<file path="src/rtl/uart_rx_if.sv">
// Serial receive bundle: the raw line in, received byte and status out.
interface uart_rx_if;
    logic       rx;
    logic [7:0] rx_data;
    logic       rx_valid;
    logic       frame_err;
    logic       rx_busy;

    // Line driver / byte consumer side
    modport master (
        output rx,
        input  rx_data,
        input  rx_valid,
        input  frame_err,
        input  rx_busy
    );

    // Receiver side
    modport slave (
        input  rx,
        output rx_data,
        output rx_valid,
        output frame_err,
        output rx_busy
    );
endinterface

</file>
<file path="src/rtl/uart_rx.sv">
// 8N1 UART receiver: 2-flop synchronizer, mid-bit sampling FSM,
// one-cycle rx_valid / frame_err pulses, break-safe wait for idle line.
module uart_rx #(
    parameter int CLK_FREQ = 1_000_000,
    parameter int BAUD     = 9600
) (
    input  logic     clk,
    input  logic     rst,
    uart_rx_if.slave bus
);

    localparam int BAUD_DIV = CLK_FREQ / BAUD;
    localparam int HALF_DIV = BAUD_DIV / 2;
    localparam int CNT_W    = (BAUD_DIV > 1) ? $clog2(BAUD_DIV) : 1;

    localparam logic [CNT_W-1:0] CNT_HALF_LAST = CNT_W'(HALF_DIV - 1);
    localparam logic [CNT_W-1:0] CNT_BIT_LAST  = CNT_W'(BAUD_DIV - 1);
    localparam logic [CNT_W-1:0] CNT_ZERO      = CNT_W'(0);
    localparam logic [CNT_W-1:0] CNT_ONE       = CNT_W'(1);

    typedef enum logic [2:0] {
        IDLE      = 3'd0,
        START     = 3'd1,
        DATA      = 3'd2,
        STOP      = 3'd3,
        WAIT_HIGH = 3'd4
    } state_t;

    state_t            state_q;
    logic [CNT_W-1:0]  cnt_q;
    logic [2:0]        bit_idx_q;
    logic [7:0]        shift_q;
    logic [7:0]        rx_data_q;
    logic              rx_valid_q;
    logic              frame_err_q;
    logic              rx_busy_q;
    logic              rx_meta_q;
    logic              rx_s_q;

    // Two-stage synchronizer for the asynchronous line; resets to idle-high
    always_ff @(posedge clk) begin
        if (rst) begin
            rx_meta_q <= 1'b1;
            rx_s_q    <= 1'b1;
        end else begin
            rx_meta_q <= bus.rx;
            rx_s_q    <= rx_meta_q;
        end
    end

    // Receive FSM with bit-period counter and registered status outputs
    always_ff @(posedge clk) begin
        if (rst) begin
            state_q     <= IDLE;
            cnt_q       <= CNT_ZERO;
            bit_idx_q   <= 3'd0;
            shift_q     <= 8'h00;
            rx_data_q   <= 8'h00;
            rx_valid_q  <= 1'b0;
            frame_err_q <= 1'b0;
            rx_busy_q   <= 1'b0;
        end else begin
            // Pulses last one cycle unless re-asserted below
            rx_valid_q  <= 1'b0;
            frame_err_q <= 1'b0;
            case (state_q)
                IDLE: begin
                    cnt_q     <= CNT_ZERO;
                    bit_idx_q <= 3'd0;
                    if (!rx_s_q) begin
                        state_q   <= START;
                        rx_busy_q <= 1'b1;
                    end else begin
                        rx_busy_q <= 1'b0;
                    end
                end
                START: begin
                    if (cnt_q == CNT_HALF_LAST) begin
                        cnt_q <= CNT_ZERO;
                        if (!rx_s_q) begin
                            state_q   <= DATA;
                            bit_idx_q <= 3'd0;
                        end else begin
                            // Glitch shorter than half a bit: drop it silently
                            state_q   <= IDLE;
                            rx_busy_q <= 1'b0;
                        end
                    end else begin
                        cnt_q <= cnt_q + CNT_ONE;
                    end
                end
                DATA: begin
                    if (cnt_q == CNT_BIT_LAST) begin
                        cnt_q              <= CNT_ZERO;
                        shift_q[bit_idx_q] <= rx_s_q;
                        if (bit_idx_q == 3'd7) begin
                            state_q <= STOP;
                        end else begin
                            bit_idx_q <= bit_idx_q + 3'd1;
                        end
                    end else begin
                        cnt_q <= cnt_q + CNT_ONE;
                    end
                end
                STOP: begin
                    if (cnt_q == CNT_BIT_LAST) begin
                        cnt_q <= CNT_ZERO;
                        if (rx_s_q) begin
                            // Leave at mid-stop so a directly following start bit is caught
                            rx_data_q  <= shift_q;
                            rx_valid_q <= 1'b1;
                            state_q    <= IDLE;
                            rx_busy_q  <= 1'b0;
                        end else begin
                            frame_err_q <= 1'b1;
                            state_q     <= WAIT_HIGH;
                        end
                    end else begin
                        cnt_q <= cnt_q + CNT_ONE;
                    end
                end
                WAIT_HIGH: begin
                    // A held-low (break) line must not be mistaken for new start bits
                    if (rx_s_q) begin
                        state_q   <= IDLE;
                        rx_busy_q <= 1'b0;
                    end else begin
                        rx_busy_q <= 1'b1;
                    end
                end
                default: begin
                    state_q   <= IDLE;
                    cnt_q     <= CNT_ZERO;
                    bit_idx_q <= 3'd0;
                    rx_busy_q <= 1'b0;
                end
            endcase
        end
    end

    assign bus.rx_data   = rx_data_q;
    assign bus.rx_valid  = rx_valid_q;
    assign bus.frame_err = frame_err_q;
    assign bus.rx_busy   = rx_busy_q;

endmodule
</file>
<file path="src/flat_wrapper.sv">
// flat-port wrapper written by rule: the top's interface ports become plain ports
module uart_rx_flat 
#(
    parameter int CLK_FREQ = 1_000_000,
    parameter int BAUD     = 9600
)
  (clk, rst, bus_rx, bus_rx_data, bus_rx_valid, bus_frame_err, bus_rx_busy);
  uart_rx_if bus_i ();
  input  logic clk;
  input  logic rst;
  input wire logic [$bits(bus_i.rx)-1:0] bus_rx;
  output wire logic [$bits(bus_i.rx_data)-1:0] bus_rx_data;
  output wire logic [$bits(bus_i.rx_valid)-1:0] bus_rx_valid;
  output wire logic [$bits(bus_i.frame_err)-1:0] bus_frame_err;
  output wire logic [$bits(bus_i.rx_busy)-1:0] bus_rx_busy;
  assign bus_i.rx = bus_rx;
  assign bus_rx_data = bus_i.rx_data;
  assign bus_rx_valid = bus_i.rx_valid;
  assign bus_frame_err = bus_i.frame_err;
  assign bus_rx_busy = bus_i.rx_busy;
  uart_rx #(.CLK_FREQ(CLK_FREQ), .BAUD(BAUD)) u_core (.clk(clk), .rst(rst), .bus(bus_i));
endmodule
</file>
<file path="config.mk">
export PLATFORM = sky130hd
export DESIGN_NAME = uart_rx_flat
export DESIGN_NICKNAME = d
export VERILOG_FILES = /design/src/rtl/uart_rx_if.sv /design/src/rtl/uart_rx.sv /design/src/flat_wrapper.sv
export SDC_FILE = /design/constraint.sdc
export NUM_CORES = 1
export LEC_CHECK = 0
export BUFFER_PORTS_ARGS = -buffer_cell sky130_fd_sc_hd__buf_2
export CAP_MARGIN = 30
export CORE_AREA = 2 2 72 54
export DETAILED_ROUTE_END_ITERATION = 6
export DIE_AREA = 0 0 74 56
export PLACE_DENSITY = 0.79
export REMOVE_ABC_BUFFERS = 1
export SLEW_MARGIN = 40
export SYNTH_ARGS = -nofsm -noshare
export SYNTH_HDL_FRONTEND = slang
export SYNTH_SLANG_ARGS = --single-unit
</file>
<file path="constraint.sdc">
create_clock -name clk -period 1.8 [get_ports clk]
set_input_delay 0.18 -clock clk [delete_from_list [all_inputs] [get_ports clk]]
set_output_delay 0.18 -clock clk [all_outputs]
set_load 0.03 [all_outputs]
</file>
; ---- Word-level counts from Yosys, hierarchy flattened
; Index checks and enable logic that the tools add are counted.
[totals]
ff_bits = 34
inputBits = 3
out_inout_bits = 11
word_cells = 70
[classes]
addsub = 2
magnitude_cmp = 2
n_eq_ne = 15
n_mux = 26
n_bitwise = 4
reduce_logical = 11
[ops]
columns = op, count
row1 = $mux W3, 11
row2 = $pmux W7 S3, 1
row3 = $pmux W3 S5, 1
row4 = $mux W7, 2
row5 = $ne A2 B1 Y1 const B, 5
row6 = $pmux W3 S3, 1
row7 = $bwmux W8, 1
row8 = $add A7 B1 Y7 const B, 1
row9 = $eq A7 B6 Y1 const B, 1
row10 = $eq A7 B7 Y1 const B, 1
row11 = $eq A3 B2 Y1 const B, 2
row12 = $eq A3 B3 Y1 const B, 2
row13 = $mux W1, 6
row14 = $ne A2 B2 Y1 const B, 3
row15 = $reduce_and A3 Y1, 2
row16 = $reduce_and A6 Y1, 1
row17 = $reduce_or A2 Y1, 3
row18 = $reduce_and A5 Y1, 1
row19 = $lt A3 B4 Y1 const B, 1
row20 = $not A1 Y1, 4
row21 = $pmux W1 S4, 1
row22 = $add A3 B1 Y3 const B, 1
row23 = $demux W1 S3, 1
row24 = $eq A3 B1 Y1 const B, 1
row25 = 6 further kinds, 6

; ---- Longest topological paths before layout
; Gate-level depths: netlist of run 1.
[logic_depth]
depth_word = 5
depth_mapped = 7
mapped_depth_nobuf = 5

; ---- Least setup slack after synthesis of run 1
; No wires, ideal clock.
[synth_timing]
path_kind = register to register
startpoint = reg u_core.cnt_q[0]
endpoint = reg u_core.rx_data_q[0], in the netlist u_core.bus.rx_data[0]
setup_ps = 72
t_arrival_ps = 1616
required_ps = 1728
setup_slack_ps = 112
stages_incl_launch_ff = 8
path_buffers = 2
period_less_slack_ps = 1688
path_cell_list = dfxtp_1 -> ha_1 -> and3_1 -> buf_2 -> nand2_4 -> nor4b_2 -> buf_6 -> mux2i_1
[synth_via]
elab_chain_len = 2
[synth_lines]
columns = element, line
row1 = start: declaration, uart_rx.sv:30  ; logic [CNT_W-1:0] cnt_q;
row2 = start signal: assignment, uart_rx.sv:89  ; cnt_q <= cnt_q + CNT_ONE;
row3 = start signal: assignment, uart_rx.sv:102  ; cnt_q <= cnt_q + CNT_ONE;
row4 = start signal: assignment, uart_rx.sv:119  ; cnt_q <= cnt_q + CNT_ONE;
row5 = $eq A7 B7 Y1, uart_rx.sv:106  ; if (cnt_q == CNT_BIT_LAST) begin
row6 = $reduce_and A3 Y1 (no line), -
row7 = end signal: assignment, uart_rx.sv:110  ; rx_data_q <= shift_q;
row8 = end: declaration, uart_rx.sv:33  ; logic [7:0] rx_data_q;
; No other way between the ends.
; A chain may end at the register's enable or synchronous reset.

; ---- Final worst setup path of run 1
[layout_timing]
startpoint = reg u_core.cnt_q[0]
endpoint = reg u_core.bit_idx_q[0]
[layout_via]
elab_chain_len = 3
elab_cells_between_ends = 5
cone_classes = eq/ne (4) / reduce/logical (1)
[layout_lines]
columns = element, line
row1 = $eq A7 B7 Y1 / $eq A7 B6 Y1 (equally long branches), "uart_rx.sv:93, uart_rx.sv:78"
row2 = $ne A2 B1 Y1 (no line), -
row3 = $reduce_and A5 Y1 (no line) (*), -
row4 = end signal: assignment, uart_rx.sv:99  ; bit_idx_q <= bit_idx_q + 3'd1;
row5 = end: declaration, uart_rx.sv:31  ; logic [2:0] bit_idx_q;
; Every way passes the cells marked *; elsewhere a longest branch is shown, timed or not.

==> flow_summary.ini, run 1 <==
[status]
status = completed

[sta]
tns_ns = 0
period_share_pct = 93.6
max_freq_ghz = 0.594
hold_viol_final = 0
fin_skew_ns = 0.00477
relSlewSlack_pct = 73.9
fin_hold_ws_ns = 0.0780
rsz0062_at_grt = false
tightest_slew_ns = 0.392
final.min_clock_period_ns = 1.68
setup_viol = 0
drv_slew = 0

[floorplanning]
io_pins = 14
dieArea_um2 = 4140
core-area_um2 = 3400
die_h_um = 56
die-width_um = 74
start_util_pct = 48.6
num_rows = 18

[layout]
diodes = 0
finish.utilization_pct = 54.9
multi_input_area_um2 = 905
drive_gt1_share_pct = 23.9
n_fill_cell = 307
finalNonFillerCells = 238
nNetsFinal = 194
layout-area-overhead-vs-synth_pct = 12.9
seq_area_um2 = 681

[clocking]
cts_tree = done
clock_latency_ns = 0.28
cts_num_sinks = 34
cts_inserted_buffers = 5
post_cts_buffers = 0
cts_root_buf = clkbuf_8
holdBufCountCts = 0
clockBufferDepth = 2
htreeDepth = 2
clkTransAtPathRegs_ns = 0.06

[logic_synthesis]
synth_top_area_share_pct = 41.1
synth.most_common_cell = dfxtp_1
postSynth.asyncResetShare_pct = 0
synth_mux_area_share_pct = 10.4
synth_commonest_cells = dfxtp_1, nand2b_1, mux2i_1
ys.flop_type = dfxtp_1
yosysUniqueCellTypes = 45
synth_top_family_by_area = simple AND/OR/NAND/NOR gates
syn_inst = 171
synth_edf_count = 0
synthesis.area_um2 = 1650
ys_seq_area_share_pct = 41.1
synth-simple-area-share_pct = 29.0
synth-xor-area-share_pct = 0.530
synth_compound_area_share_pct = 11.9
synthAdderAreaFrac_pct = 2.27
yosys-top-cells-area = dfxtp_1, mux2i_1, nand2b_1
ys_seq_elements = 34
syn_area_per_cell_um2 = 9.67
ys_warn_count = 0
yosysTopAreaCell = dfxtp_1

[drt]
wire_per_inst_um = 13.5
via_count = 1275
wirelength_um = 3210
drc = 0
antenna_left = 0
drtIter0Drc = 156
avgViaCountPerCell = 5.36
dr.pass1.iters = 4

[place]
place_inst = 231
dpl.hpwl_um = 2270
gp_congestion = 0.878
io_buffers = 13

[global_routing]
overflow = 0
grt_max_degree = 26
antenna_found_initial = 0
grt_pass1_wl_um = 5530
grt_pass1_vias = 1168
grt_usage_pct = 17.6

[power_and_ir_drop]
p_sw_uw = 286
ir_drop_mv = 0.408
power.leakage_uw = 0.000679
pwr-share-seq_pct = 57.5
p_int_uw = 1040
cellPowerDensity_nw_per_um2 = 711
swShare_pct = 21.5
p_comb_share_pct = 3.4
clkPwrFrac_pct = 39.1

[worst_hold_path]
hp-class = input port to register

[job]
cap_viol_max_count = 0

[setup_path]
required_ns = 2.03
arrival_ns = 1.91
startpoint_type = register
cp_max_fo = 5
endpoint_kind = register
worstSetupPathType = register to register
-- layout by cell type, fill, tap and decap left out, drive strengths merged, types with 2 or more instances in the layout --
cell type	n
a211oi	2
a21oi	5
a22o	2
a31oi	6
a32oi	2
and3	2
buf	23
clkbuf	7
dfxtp	34
ha	3
mux2i	16
nand2	10
nand2b	20
nand3	9
nand4	4
nor2	10
nor3	7
nor3b	4
nor4b	2
or2	3
-- metrics by stage --
stage               total power, uW  worst slack, ns  cell area [um2]
finish                         1330            0.115             1870
global route                   1390          0.00160             1870
CTS                            1340           0.0786             1860
detailed placement              825           0.0972             1780
global placement                825            0.156             1780
floorplan                       804           -0.368             1580
-- critical path: stages (launching register included) --
cell and delay (ns):
dfxtp_1 0.34, ha_1 0.21, and3_2 0.26, buf_4 0.16
a21bo_2 0.19, a31oi_1 0.26, mux2_2 0.21
-- routing by layer --
layer | GRT usage (%) | vias up | wire [um]
li1 | - | 642 | -
met1 | 26.0 | 592 | 1630
met2 | 22.7 | 39 | 1350
met3 | 7.07 | 2 | 213
met4 | 6.23 | 0 | 24
met5 | 0 | - | 0
-- sequential cells by signal, indices dropped and copies added (netlist names) --
name                  flops
u_core.shift_q            8
u_core.state_q            3
u_core.rx_meta_q          1
u_core.bus.rx_busy        1
u_core.bus.rx_valid       1
u_core.bit_idx_q          3
u_core.rx_s_q             1
u_core.cnt_q              7
u_core.bus.rx_data        8
u_core.bus.frame_err      1
-- final cells by class --
type / count / area share, %
Multi-Input combinational cell: 123 / 48.4
Sequential cell: 34 / 36.4
Timing Repair Buffer: 23 / 7.50
Clock buffer: 7 / 4.09
Tap cell: 50 / 3.35
Inverter: 1 / 0.201
-- timing repair --
action,CTS,global route
endpoints found under the setup margin,0,9
gates resized for setup,0,4
hold endpoints to repair,0,0
-- power by group through the flow --
stage / clock [uW] / sequential (uW) / combinational, uW
after floorplan: 0 / 781 / 22.4
after global placement: 0 / 780 / 44.4
after detailed placement: 0 / 781 / 44.8
after CTS: 531 / 764 / 45.0
after global routing: 572 / 765 / 49.9
final: 520 / 764 / 45.0
-- cells by family after synthesis --
family / after synthesis
xor+xnor: 1
fa+ha+maj: 3
mux: 17
buf+inv: 14
flops: 34
compound gates: 25
simple gates: 77
-- final timing paths --
kind | startpoint | end | slack [ns] | depth (start not counted)
min | bus_rx | u_core.rx_meta_q$_SDFF_PP1_ | 0.08 | 2
max reg2reg | u_core.cnt_q[0]$_SDFFE_PP0P_ | u_core.bit_idx_q[0]$_SDFFE_PP0P_ | 0.12 | 6
max | u_core.cnt_q[0]$_SDFFE_PP0P_ | u_core.bit_idx_q[0]$_SDFFE_PP0P_ | 0.12 | 6
min reg2reg | u_core.rx_meta_q$_SDFF_PP1_ | u_core.rx_s_q$_SDFF_PP1_ | 0.42 | 1
Power figures use the tool's default switching activity.
==> run 2: changes to the inputs <==
--- a/config.mk
+++ b/config.mk
@@ -7,10 +7,13 @@
 export LEC_CHECK = 0
 export BUFFER_PORTS_ARGS = -buffer_cell sky130_fd_sc_hd__buf_2
 export CAP_MARGIN = 30
-export CORE_AREA = 2 2 72 54
+export CELL_PAD_IN_SITES_DETAIL_PLACEMENT = 0
+export CELL_PAD_IN_SITES_GLOBAL_PLACEMENT = 1
+export CORE_AREA = 2 2 76 56
 export DETAILED_ROUTE_END_ITERATION = 6
-export DIE_AREA = 0 0 74 56
-export PLACE_DENSITY = 0.79
+export DIE_AREA = 0 0 78 58
+export HOLD_SLACK_MARGIN = 0.08
+export PLACE_DENSITY = 0.88
 export REMOVE_ABC_BUFFERS = 1
 export SLEW_MARGIN = 40
 export SYNTH_ARGS = -nofsm -noshare
==> flow_summary.ini, run 2 (same netlist as run 1, synthesis figures left out) <==
[clocking]
post_cts_buffers = 0
clock_latency_ns = 0.29
clkTransAtPathRegs_ns = 0.07
cts_root_buf = clkbuf_8
htreeDepth = 2
cts_num_sinks = 34
cts_inserted_buffers = 5
cts_tree = done
clockBufferDepth = 2

[status]
status = completed

[sta]
max_freq_ghz = 0.581
tightest_slew_ns = 0.531
relSlewSlack_pct = 64.6
rsz0062_at_grt = true
drv_slew = 0
final.min_clock_period_ns = 1.72
period_share_pct = 95.6
hold_viol_final = 0
setup_viol = 0
fin_skew_ns = 0.00943

[floorplanning]
dieArea_um2 = 4520
core-area_um2 = 3800
die-width_um = 78
num_rows = 19
die_h_um = 58
io_pins = 14
start_util_pct = 43.5

[setup_path]
worstSetupPathType = register to register
startpoint_type = register
arrival_ns = 1.94
endpoint_kind = register
required_ns = 2.02
cp_max_fo = 9

[drt]
avgViaCountPerCell = 5.37
wire_per_inst_um = 13.4
via_count = 1305
drc = 0
wirelength_um = 3260
antenna_left = 0
dr.pass1.iters = 4
drtIter0Drc = 115

[place]
place_inst = 233
dpl.hpwl_um = 2280
gp_congestion = 0.843
io_buffers = 13

[job]
cap_viol_max_count = 0

[power_and_ir_drop]
ir_drop_mv = 0.403
cellPowerDensity_nw_per_um2 = 732
power.leakage_uw = 0.000683

[layout]
mostFrequentLayoutCells = dfxtp_1, nand2b_1, mux2i_1
final_common_cell = dfxtp_1
nNetsFinal = 196
finalNonFillerCells = 243
drive_gt1_share_pct = 24.6
layout-area-overhead-vs-synth_pct = 15.0
diodes = 0
finish.utilization_pct = 50.0

[global_routing]
antenna_found_initial = 0
overflow = 0
grt_pass1_vias = 1206
grt_pass1_wl_um = 5460
grt_usage_pct = 15.6
grt_max_degree = 35

[worst_hold_path]
hp-class = input port to register
run 2: cell types whose count changed in the layout (fill, tap and decap cells not counted), sizes merged:
| cell | delta |
|---|---|
| clkbuf | -1 |
| clkinv | +1 |
| dlygate4sd3 | +1 |
| clkinvlp | +1 |
| a31oi | +1 |
run 2: power by group:
part / switching (uW) / total [uW] / internal [uW]
Combinational: 27.2 / 47.5 / 20.3
Clock: 276 / 583 / 307
Sequential: 4.96 / 762 / 757
Total: 308 / 1390 / 1080
run 2: what timing repair did:
item,in CTS,in global routing
endpoints found under the setup margin,0,14
hold endpoints to repair,1,0
hold buffers,1,0
gates resized for setup,0,2
run 2: worst paths after layout:
check,endpoint,cells after the start,start,slack (ns)
worst max-delay path,u_core.bus.rx_data[0]$_SDFFE_PP0P_,6,u_core.cnt_q[0]$_SDFFE_PP0P_,0.08
worst max register to register,u_core.bus.rx_data[0]$_SDFFE_PP0P_,6,u_core.cnt_q[0]$_SDFFE_PP0P_,0.08
worst min register to register,u_core.rx_s_q$_SDFF_PP1_,1,u_core.rx_meta_q$_SDFF_PP1_,0.41
worst min-delay path,u_core.cnt_q[2]$_SDFFE_PP0P_,2,rst,0.36
run 2: area by class of cell:
class,count,area (um2)
clock buffer,6,82.6
clock inverter,2,12.5
fill,365,1900
inverter,1,3.75
multi-input combinational,124,907
sequential,34,681
tap,52,65.1
timing repair buffer,24,150
run 2: worst max-delay path, cell delays in order, from the launching register on:
cell	delay, ns
dfxtp_1	0.38
ha_1	0.20
and3_2	0.26
nand2_4	0.08
nor4b_2	0.26
buf_4	0.24
mux2i_1	0.22
run 2: layer usage:
metal / vias up / wire, um / global-route usage [%]
met1: 610 / 1630 / 20.4
li1: 656 / - / -
met5: - / 0 / 0
met2: 32 / 1410 / 23.8
met4: 0 / 67 / 8.27
met3: 7 / 151 / 4.52
run 2: stage by stage:
| step | TNS (ns) | instance area, um2 | worst slack, ns | power [uW] | hold slack (ns) |
|---|---|---|---|---|---|
| after floorplan | -3.27 | 1580 | -0.368 | 804 | 0.245 |
| after global placement | 0 | 1780 | 0.104 | 824 | 0.361 |
| after detailed placement | 0 | 1780 | 0.0404 | 825 | 0.369 |
| after CTS | 0 | 1890 | 0.0104 | 1410 | 0.366 |
| after global routing | -0.273 | 1900 | -0.0615 | 1440 | 0.381 |
| final | 0 | 1900 | 0.0791 | 1390 | 0.359 |
==> run 3: changes to the inputs <==
--- a/config.mk
+++ b/config.mk
@@ -5,13 +5,14 @@
 export SDC_FILE = /design/constraint.sdc
 export NUM_CORES = 1
 export LEC_CHECK = 0
+export ABC_AREA = 1
 export BUFFER_PORTS_ARGS = -buffer_cell sky130_fd_sc_hd__buf_2
 export CAP_MARGIN = 30
 export CELL_PAD_IN_SITES_DETAIL_PLACEMENT = 0
 export CELL_PAD_IN_SITES_GLOBAL_PLACEMENT = 1
-export CORE_AREA = 2 2 76 56
+export CORE_AREA = 2 2 77 57
 export DETAILED_ROUTE_END_ITERATION = 6
-export DIE_AREA = 0 0 78 58
+export DIE_AREA = 0 0 79 59
 export HOLD_SLACK_MARGIN = 0.08
 export PLACE_DENSITY = 0.88
 export REMOVE_ABC_BUFFERS = 1
==> flow_summary.ini, run 3 <==
[status]
status = completed

[layout]
seq_area_um2 = 681
multi_input_area_um2 = 802
nNetsFinal = 251
mostFrequentLayoutCells = nand2_1, dfxtp_1, nor2_1
finish.utilization_pct = 48.7
layout-area-overhead-vs-synth_pct = 17.5
finalInstanceArea_um2 = 1880
final_common_cell = nand2_1
drive_gt1_share_pct = 17.5
n_fill_cell = 406
diodes = 0

[setup_path]
reg2reg_slack_ns = 0.18
regToRegEndpoint = u_core.bit_idx_q[0]$_SDFFE_PP0P_
required_ns = 1.98
cp_max_fo = 8
slowest_stage = dfxtp_1
r2r_cells = 10
worstPathCellList = ha_2, nand2_2, nor2_2, nand2_4, nand2_4, nand2_1, nor2_4, nand2_1, nand2_1, nor2_1
cp_common_cell = nand2_1
worstSetupPathType = register to register
crit_path_max_incr_delay_ns = 0.38
endpoint_kind = register
crit_buf_inv = 0
startpoint_type = register
crit_family = simple AND/OR/NAND/NOR gates
arrival_ns = 1.80
timing.rr.start = u_core.cnt_q[0]$_SDFFE_PP0P_

[logic_synthesis]
ys_warn_count = 0
synth_edf_count = 0
syn_inst = 225
synthesis.area_um2 = 1600
syn_area_per_cell_um2 = 7.10
postSynth.asyncResetShare_pct = 0
synth_top_area_share_pct = 42.6
synth.most_common_cell = nand2_1
ys_seq_area_share_pct = 42.6
yosysTopAreaCell = dfxtp_1
ys.flop_type = dfxtp_1
yosys-top-cells-area = dfxtp_1, nand2_1, nor2_1
synth_commonest_cells = nand2_1, dfxtp_1, nor2_1
ys_seq_elements = 34
yosysUniqueCellTypes = 24

[floorplanning]
num_rows = 19
dieArea_um2 = 4660
die-width_um = 79
io_pins = 14
die_h_um = 59
start_util_pct = 41.5
core-area_um2 = 3850

[clocking]
clock_latency_ns = 0.28
htreeDepth = 2
clkTransAtPathRegs_ns = 0.07
cts_num_sinks = 34
cts_tree = done
cts_inserted_buffers = 5
clockBufferDepth = 2
cts_root_buf = clkbuf_8

[place]
placed_area_um2 = 1730
io_buffers = 13
post-place-ws_ns = 0.151
gp_congestion = 0.843
dpl.hpwl_um = 2430

[drt]
avgViaCountPerCell = 4.78
via_count = 1423
drc = 0
antenna_left = 0
wire_per_inst_um = 11.2
dr.pass1.iters = 5
wirelength_um = 3330
drtIter0Drc = 100

[worst_hold_path]
whs_endpoint = u_core.state_q[0]$_SDFFE_PP0P_
hp-class = input port to register
min_path_cells = 2
hold_start = rst

[global_routing]
grt_max_degree = 19
grt_util_met3_pct = 5.03
grt_use_met1_pct = 22.8
grt_pass1_wl_um = 5550
grtUsageMet2_pct = 21.5
grt_pass1_vias = 1198
grt_usage_pct = 15.5
antenna_found_initial = 0
grt.busiest_layer = met1
overflow = 0

[sta]
max_freq_ghz = 0.616
tns_ns = 0
setup_ws_ns = 0.177
period_share_pct = 90.2
setup_viol = 0
final.min_clock_period_ns = 1.62
rsz0062_at_grt = false
relSlewSlack_pct = 64.8
drv_slew = 0
tightest_slew_ns = 0.527
hold_viol_final = 0
fin_skew_ns = 0.00860

[power_and_ir_drop]
cellPowerDensity_nw_per_um2 = 1330
ir_drop_mv = 0.914
fin_total_pwr_uw = 2490
power.leakage_uw = 0.000799

[job]
cap_viol_max_count = 0
==> run 3: worst reg2reg max path, delay by kind of cell (launching register included) <==
kind | cells | cell delay (ns)
and+or+nand+nor | 9 | 0.91
DFF | 1 | 0.38
adders and majority gates | 1 | 0.23
==> run 3: worst max-delay path by stage <==
| stage | startpoint | to | slack, ns | cells after the start |
|---|---|---|---|---|
| floorplan | u_core.cnt_q[0]$_SDFFE_PP0P_ | u_core.bit_idx_q[0]$_SDFFE_PP0P_ | 0.35 | 10 |
| global placement | u_core.cnt_q[0]$_SDFFE_PP0P_ | u_core.bus.rx_data[7]$_SDFFE_PP0P_ | 0.22 | 8 |
| detailed placement | u_core.cnt_q[0]$_SDFFE_PP0P_ | u_core.bus.rx_data[1]$_SDFFE_PP0P_ | 0.15 | 8 |
| CTS | u_core.cnt_q[0]$_SDFFE_PP0P_ | u_core.bus.rx_data[3]$_SDFFE_PP0P_ | 0.14 | 8 |
| global route | u_core.cnt_q[0]$_SDFFE_PP0P_ | u_core.state_q[2]$_SDFFE_PP0P_ | 0.03 | 10 |
| finish | u_core.cnt_q[0]$_SDFFE_PP0P_ | u_core.bit_idx_q[0]$_SDFFE_PP0P_ | 0.18 | 10 |
==> run 3: timing repair <==
item,CTS,global route
endpoints found under the setup margin,0,11
buffers inserted,0,1
gates resized for setup,0,2
hold endpoints to repair,1,0
hold buffers,1,0
==> run 3: power by group <==
part / internal, uW / total [uW] / switching (uW) / leakage, uW
Combinational: 287 / 866 / 579 / 0.000473
Clock: 412 / 696 / 284 / 0.0000504
Sequential: 833 / 926 / 93.2 / 0.000276
==> run 3: cells by family after synthesis <==
kind of cell	Yosys count	share of synthesized area (%)
compound gates	39	12.6
xor+xnor	1	0.548
fa+ha+maj	3	2.35
buf+inv	31	7.52
flops	34	42.6
simple gates	117	34.4
==> run 3: layer usage <==
metal	up-vias	wire length (um)
li1	763	-
met5	-	0
met4	0	29
met3	5	222
met1	612	1790
met2	43	1280
==> run 3: layout make-up <==
class	count	area share [%]
multi-input combinational	160	42.7
clock inverter	3	2.40
inverter	26	5.20
sequential	34	36.3
clock buffer	5	3.67
timing repair buffer	18	6.27
tap	52	3.47
==> run 3: per-stage QoR <==
| stage | hold WS, ns | cells |
|---|---|---|
| floorplan | 0.249 | 220 |
| global placement | 0.362 | 288 |
| detailed placement | 0.367 | 288 |
| CTS | 0.286 | 297 |
| global route | 0.291 | 298 |
| finish | 0.278 | 298 |
